==> config.mk <==
export PLATFORM = sky130hd
export DESIGN_NAME = debounce_multi
export DESIGN_NICKNAME = d
export VERILOG_FILES = /design/src/rtl/debounce_multi.sv
export SDC_FILE = /design/constraint.sdc
export NUM_CORES = 1
export LEC_CHECK = 0
export CAP_MARGIN = 20
export CORE_UTILIZATION = 30
export CTS_CLUSTER_DIAMETER = 40
export DETAILED_ROUTE_END_ITERATION = 12
export DONT_BUFFER_PORTS = 1
export GPL_TIMING_DRIVEN = 0
export PLACE_DENSITY_LB_ADDON = 0.25
export SLEW_MARGIN = 40
export SYNTH_ARGS = -nofsm -noshare
export SYNTH_HDL_FRONTEND = slang
export SYNTH_SLANG_ARGS = --single-unit
==> constraint.sdc <==
create_clock -name clk -period 2.4 [get_ports clk]
set_clock_uncertainty 0.15 [all_clocks]
set_input_delay 0.36 -clock clk [delete_from_list [all_inputs] [get_ports clk]]
set_output_delay 0.36 -clock clk [all_outputs]
set_load 0.05 [all_outputs]
==> src/rtl/debounce_multi.sv <==
// Multi-channel pushbutton debouncer: synchroniser, stability filter, press/release
// strobes, clean level and optional per-channel auto-repeat.
//
// state     | meaning
// ----------+-----------------------------------------------------------
// IDLE      | released and stable; waiting for the synchronised input to rise
// ARMING    | input high; scnt counts down the stability window before a press
// PRESSED   | press accepted; rcnt times the next auto-repeat pulse
// RELEASING | input low; scnt counts down the stability window before a release
module debounce_multi #(
  parameter int              N_CH          = 5,
  parameter int              SYNC_STAGES   = 2,
  parameter int              STABLE_CYCLES = 1000000,
  parameter int              REPEAT_DELAY  = 25000000,
  parameter int              REPEAT_PERIOD = 5000000,
  parameter logic [N_CH-1:0] REPEAT_EN     = {N_CH{1'b0}}
) (
  input  logic            clk,
  input  logic            reset,
  input  logic [N_CH-1:0] button,
  output logic [N_CH-1:0] pulse,
  output logic [N_CH-1:0] release_pulse,
  output logic [N_CH-1:0] level
);

  localparam int MAX_SR  = (STABLE_CYCLES > REPEAT_DELAY) ? STABLE_CYCLES : REPEAT_DELAY;
  localparam int CNT_MAX = (MAX_SR > REPEAT_PERIOD) ? MAX_SR : REPEAT_PERIOD;
  localparam int CW      = $clog2(CNT_MAX + 1);

  localparam logic [CW-1:0] STABLE_LOAD = CW'(STABLE_CYCLES - 1);
  localparam logic [CW-1:0] DELAY_LOAD  = CW'(REPEAT_DELAY - 1);
  localparam logic [CW-1:0] PERIOD_LOAD = CW'(REPEAT_PERIOD - 1);
  localparam logic [CW-1:0] CNT_ONE     = CW'(1);

  typedef enum logic [1:0] {
    IDLE      = 2'd0,
    ARMING    = 2'd1,
    PRESSED   = 2'd2,
    RELEASING = 2'd3
  } state_e;

  logic [SYNC_STAGES-1:0][N_CH-1:0] sync_q;
  logic [N_CH-1:0]                  s;

  state_e          state_q [N_CH];
  state_e          state_d [N_CH];
  logic [CW-1:0]   scnt_q  [N_CH];
  logic [CW-1:0]   scnt_d  [N_CH];
  logic [CW-1:0]   rcnt_q  [N_CH];
  logic [CW-1:0]   rcnt_d  [N_CH];
  logic [N_CH-1:0] pulse_q, pulse_d;
  logic [N_CH-1:0] rel_q, rel_d;
  logic [N_CH-1:0] level_q, level_d;

  // Only the last synchroniser stage is allowed to reach the channel FSMs.
  assign s = sync_q[SYNC_STAGES-1];

  always_ff @(posedge clk) begin
    if (reset) begin
      sync_q <= '0;
    end else begin
      sync_q <= {sync_q[SYNC_STAGES-2:0], button};
    end
  end

  always_comb begin
    for (int i = 0; i < N_CH; i++) begin
      state_d[i] = state_q[i];
      scnt_d[i]  = scnt_q[i];
      rcnt_d[i]  = rcnt_q[i];
      pulse_d[i] = 1'b0;
      rel_d[i]   = 1'b0;
      level_d[i] = level_q[i];
      unique case (state_q[i])
        IDLE: begin
          if (s[i]) begin
            state_d[i] = ARMING;
            scnt_d[i]  = STABLE_LOAD;
          end
        end
        ARMING: begin
          if (!s[i]) begin
            state_d[i] = IDLE;
          end else if (scnt_q[i] == '0) begin
            state_d[i] = PRESSED;
            pulse_d[i] = 1'b1;
            level_d[i] = 1'b1;
            rcnt_d[i]  = DELAY_LOAD;
          end else begin
            scnt_d[i] = scnt_q[i] - CNT_ONE;
          end
        end
        PRESSED: begin
          // rcnt is left alone on the way out so an absorbed release bounce
          // does not restart or advance the repeat timing.
          if (!s[i]) begin
            state_d[i] = RELEASING;
            scnt_d[i]  = STABLE_LOAD;
          end else if (REPEAT_EN[i] && (rcnt_q[i] == '0)) begin
            pulse_d[i] = 1'b1;
            rcnt_d[i]  = PERIOD_LOAD;
          end else if (rcnt_q[i] != '0) begin
            rcnt_d[i] = rcnt_q[i] - CNT_ONE;
          end
        end
        RELEASING: begin
          if (s[i]) begin
            state_d[i] = PRESSED;
          end else if (scnt_q[i] == '0) begin
            state_d[i] = IDLE;
            rel_d[i]   = 1'b1;
            level_d[i] = 1'b0;
          end else begin
            scnt_d[i] = scnt_q[i] - CNT_ONE;
          end
        end
        default: begin
          state_d[i] = IDLE;
        end
      endcase
    end
  end

  always_ff @(posedge clk) begin
    if (reset) begin
      for (int i = 0; i < N_CH; i++) begin
        state_q[i] <= IDLE;
        scnt_q[i]  <= '0;
        rcnt_q[i]  <= '0;
      end
      pulse_q <= '0;
      rel_q   <= '0;
      level_q <= '0;
    end else begin
      for (int i = 0; i < N_CH; i++) begin
        state_q[i] <= state_d[i];
        scnt_q[i]  <= scnt_d[i];
        rcnt_q[i]  <= rcnt_d[i];
      end
      pulse_q <= pulse_d;
      rel_q   <= rel_d;
      level_q <= level_d;
    end
  end

  assign pulse         = pulse_q;
  assign release_pulse = rel_q;
  assign level         = level_q;

endmodule

**Word-level counts from Yosys, hierarchy flattened**

Memory sizes are Yosys's and may differ from the RTL's.
Index checks and enable logic that the tools add are counted.

- Add/subtract/negate cells: 5
- Equality and inequality tests: 35
- Reductions and logical operators: 30
- $lt $le $gt $ge: 0
- Mux-type cells: 108
- Bitwise operators: 25
- Divide/modulo/power cells: 0
- Shifts and indexed selects: 0
- $mul: 0

Operators by type and width:

| operator | count |
|---|---|
| two-way mux 25 bit | 30 |
| case mux 25 bit (4 select lines) | 5 |
| zero test 25 bit | 5 |
| subtractor 25 x 1 -> 25 bit (second input constant) | 5 |
| two-way mux 2 bit | 35 |
| inequality test 2 bit (second input constant) | 20 |
| case mux 2 bit (4 select lines) | 5 |
| OR reduction 3 bit | 10 |
| two-way mux 1 bit | 28 |
| AND reduction 5 bit | 5 |
| equality test 2 bit (second input constant) | 10 |
| NOT 1 bit | 15 |
| equality test 2 x 1 -> 1 bit (second input constant) | 5 |
| zero test 2 bit | 5 |
| bitwise OR 1 bit | 10 |
| case mux 1 bit (2 select lines) | 5 |
| nonzero test 2 bit | 5 |

- Register bits: 25
- Latch bits: 0
- Memory bits (read-only): 0
- Output and inout bits: 15
- RAM bits: 135
- Memories kept: 2

Memories:

| memory | words | bits a word | rd ports | clocked after memory_dff | wr ports | RTL line | RTL |
|---|---|---|---|---|---|---|---|
| scnt_q | 5 | 25 | 5 | 0 | 5 | 47 | `logic [CW-1:0] scnt_q [N_CH];` |
| state_q | 5 | 2 | 5 | 0 | 5 | 45 | `state_e state_q [N_CH];` |

**Longest topological paths before layout**

- Depth in word-level cells: 5
- Gate-level depth with buffers: 9

**Worst setup path before layout**

No wires, ideal clock.

- Kind: register to register
- Start point: memory scnt_q[0][39] in the netlist's numbering
- End point: register level_q[1] (netlist: level[1])
- Data arrival time: 2.278 ns
- Library setup time: 0.131 ns
- Required time: 2.119 ns
- Period minus slack after synthesis: 2.559 ns
- Path buffers: 2
- Cell stages (with the launch flop): 8
- Path slack: -0.159 ns
- Cells stage by stage: dfxtp_1 > or4_4 > or4_4 > buf_6 > or4_4 > buf_6 > o211ai_2 > o31ai_1

RTL lines:

| item | RTL line | RTL |
|---|---|---|
| start: declaration | 47 |  |
| end signal: assignment | 142 | `level_q <= level_d;` |
| end: declaration | 53 | `logic [N_CH-1:0] level_q, level_d;` |

==> results_dict.tcl <==
set metrics [dict create \
    drive_gt1_frac 0.259 \
    final_core_util 0.391 \
    rows 60 \
    start_util 0.305 \
    fin_crit_ns 2.56 \
    max_freq_ghz 0.391 \
    slew_violations 0 \
    synth_nets 975 \
    drt-wirelength-per-cell_um 17.1 \
    core_area_sq_mm 0.0269 \
    worst_slew_pin_slew_ns 0.855 \
    placed_cell_area_sq_mm 0.00867 \
    grt_pass1_vias 7216 \
    fin_crit_sh 1.06 \
    use_met2 0.270 \
    fin_cells 1370 \
    crit_path_frequent_cell "or4_4" \
    die_w_um 167 \
    gp_congestion 0.820 \
    netlist_instances 952 \
    violations "negative setup slack" \
    power.density_mw_per_mm2 998 \
    grt_pass1_wl_mm 37.5 \
    die_y_um 167 \
    drc 0 \
    relSlewSlack 0.430 \
    p_switching_uw 3900 \
    via_per_inst 5.66 \
    num_antenna_cells 0 \
    final_cell_mix "137 x dfxtp_1, 57 x a21oi_1, 54 x nor2_1" \
    outcome "complete, but fails checks" \
    netlist_area_sq_mm 0.00820 \
    slowest_stage "or4_4" \
    syn-mean-instance-area_sq_um 8.62 \
    clk_latency_ns 0.42 \
    synth_flop_cell "dfxtp_1" \
    synth.distinct_cells 69 \
    setup_viol 38 \
    grt.met1_usage 0.218 \
    mostFrequentLayoutCell "dfxtp_1" \
    crit_type "reg2reg" \
    cts_buffers 17 \
    synth_edf_count 0 \
    holdWs_ns 0.286 \
    cp_slowest_stage_delay_ns 0.53 \
    cp-startpoint "scnt_q[0][41]$_SDFFE_PP0P_" \
    max-vdd-ir-drop_mv 0.487 \
    worstSetupStartpointType "register" \
    ioPinCount 22 \
    power_uw 10500 \
    p_seq_frac 0.320 \
    combPwrFrac 0.417 \
    p_clk_frac 0.263 \
    yosysWarnings 0 \
    async_flop_share 0 \
    htreeDepth 4 \
    dp_hpwl_mm 15.4 \
    clk_path_buf_depth 2 \
    area_growth_pct 28.3 \
    antenna_found_initial 0 \
    cts-root-buf "clkbuf_16" \
    drt_iter0_drc 408 \
    final_nets 1039 \
    vias 7749 \
    worstPathRequired_ns 2.62 \
    path_clk_slew_ns 0.07 \
    antenna_left 0 \
    max_cap_viol_count 0 \
    yosysSeqAreaShare 0.391 \
    crit_path_end_kind "register" \
    path_cells "or4_4 > or4_4 > buf_8 > buf_6 > o311a_4 > a311oi_2 > a41o_1" \
    drtPass1Iterations 5 \
    post-place-cells 1293 \
    synth_seq_cells 160 \
    cts_tree "yes" \
    min_path_type "reg2reg" \
    path_delay_family "simple AND/OR/NAND/NOR gates" \
    r2r_start "scnt_q[0][41]$_SDFFE_PP0P_" \
    final_hold_viol_count 0 \
    synthTopCellsByArea "dfxtp_1 39%, or4_1 5.9%, o31ai_1 4.9%, a21oi_1 3.8%, a31oi_1 3.5%" \
    rsz0062_at_grt "true" \
    finalInstanceArea_sq_mm 0.0105 \
    holdCritStartpoint "sync_q[1]$_SDFF_PP0_" \
    die-area_sq_mm 0.0280 \
    grt_use_total 0.164 \
    worstPathMaxFanout 8 \
    routed_wl_mm 23.4 \
    use_met3 0.0312 \
    io_buffers 0 \
    p_leak_uw 0.00364 \
    p_int_uw 6600 \
    synth_top_area_frac 0.391 \
    top_usage_layer "met2" \
    cp.arrival_ns 2.78 \
    grt.overflow.total 0 \
    cts.sinks 160 \
    critPathBufInv 2 \
    p_sw_frac 0.372 \
    timing.final.ws_setup_ns -0.156 \
    yosysTopAreaCell "dfxtp_1" \
    grt_max_degree 17 \
]
-- state kept, by name, summed over array words and instances (netlist names), named ones only --
| signal | flops |
|---|---|
| level | 5 |
| pulse | 5 |
| release_pulse | 5 |
| s | 5 |
| scnt_q | 125 |
| state_q | 5 |
| sync_q | 5 |
-- stage by stage --
step	setup slack (ns)	TNS, ns
final	-0.156	-2.23
after floorplan	-0.112	-0.791
after global routing	-0.199	-5.94
after global placement	-0.509	-30.56
after CTS	-0.139	-2.45
after detailed placement	-0.549	-31.61
-- routing by layer --
layer	wire length [um]	vias up
li1	-	3851
met1	11100	3763
met2	11200	115
met3	743	20
met4	342	0
met5	0	-
-- final timing paths --
check	endpoint	slack, ns	depth (start not counted)
setup / recovery	scnt_q[0][48]$_SDFFE_PP0P_	-0.16	7
hold / removal	s[1]$_SDFF_PP0_	0.29	1
setup reg to reg	scnt_q[0][48]$_SDFFE_PP0P_	-0.16	7
hold reg to reg	s[1]$_SDFF_PP0_	0.29	1
-- cell type report --
cell class,instances,area (sq um)
Fill cell,2667,16400
Clock buffer,23,488
Timing Repair Buffer,55,522
Buffer,42,289
Multi-Input combinational cell,711,5340
Tap cell,341,427
Clock inverter,9,106
Inverter,29,109
Sequential cell,160,3240
-- worst reg2reg max path: stages (launching register included) --
cell      delay (ns)
dfxtp_2         0.32
or4_4           0.53
or4_4           0.44
buf_8           0.15
buf_6           0.11
o311a_4         0.41
a311oi_2        0.28
a41o_1          0.12
-- Yosys cell counts, types with 3 or more instances --
master and number:
dfxtp_1 160, or4_1 64, a21oi_1 62, nor2_1 60, o31ai_1 54, nand2_1 49
a31oi_1 46, or3_1 40, clkbuf_1 38, o21ai_0 37, nor3_1 33, inv_1 29
nor4_1 24, or2_2 23, nand3_1 21, ha_1 16, nor2b_1 13, nand4_1 12
o41ai_1 11, a211oi_1 8, a311oi_1 8, nor4b_1 8, xnor2_1 8, and3_1 7
buf_2 7, mux2i_1 7, nand2b_1 7, xor2_1 7, nand4b_1 6, o21a_1 6
or4_4 6, a41o_1 5, o211ai_1 5, a31o_2 4, and2_1 4, buf_6 4
o2111ai_1 4, and4_1 3, o311a_1 3
-- power by group through the flow --
stage	clock network (uW)	registers, uW	logic, uW
global route	2940	3420	4770
CTS	2830	3330	3670
detailed placement	0	3360	2970
floorplan	0	3280	2330
finish	2760	3360	4380
global placement	0	3360	2940
-- cell families after synthesis --
family,after synthesis,synth area share
simple gates,395,0.287
compound gates,276,0.229
flops,160,0.391
buf+inv,81,0.0423
fa+ha+maj,16,0.0244
xor+xnor,15,0.0160
mux,9,0.0113
-- repair_timing --
item,4_1_cts,5_1_grt
hold buffers,5,0
gates cloned,2,2
setup endpoints to repair,134,110
gates resized for setup,99,117
pin swaps,23,53
setup buffers,23,23
hold endpoints to repair,5,0
(Power assumes the default switching activity.)
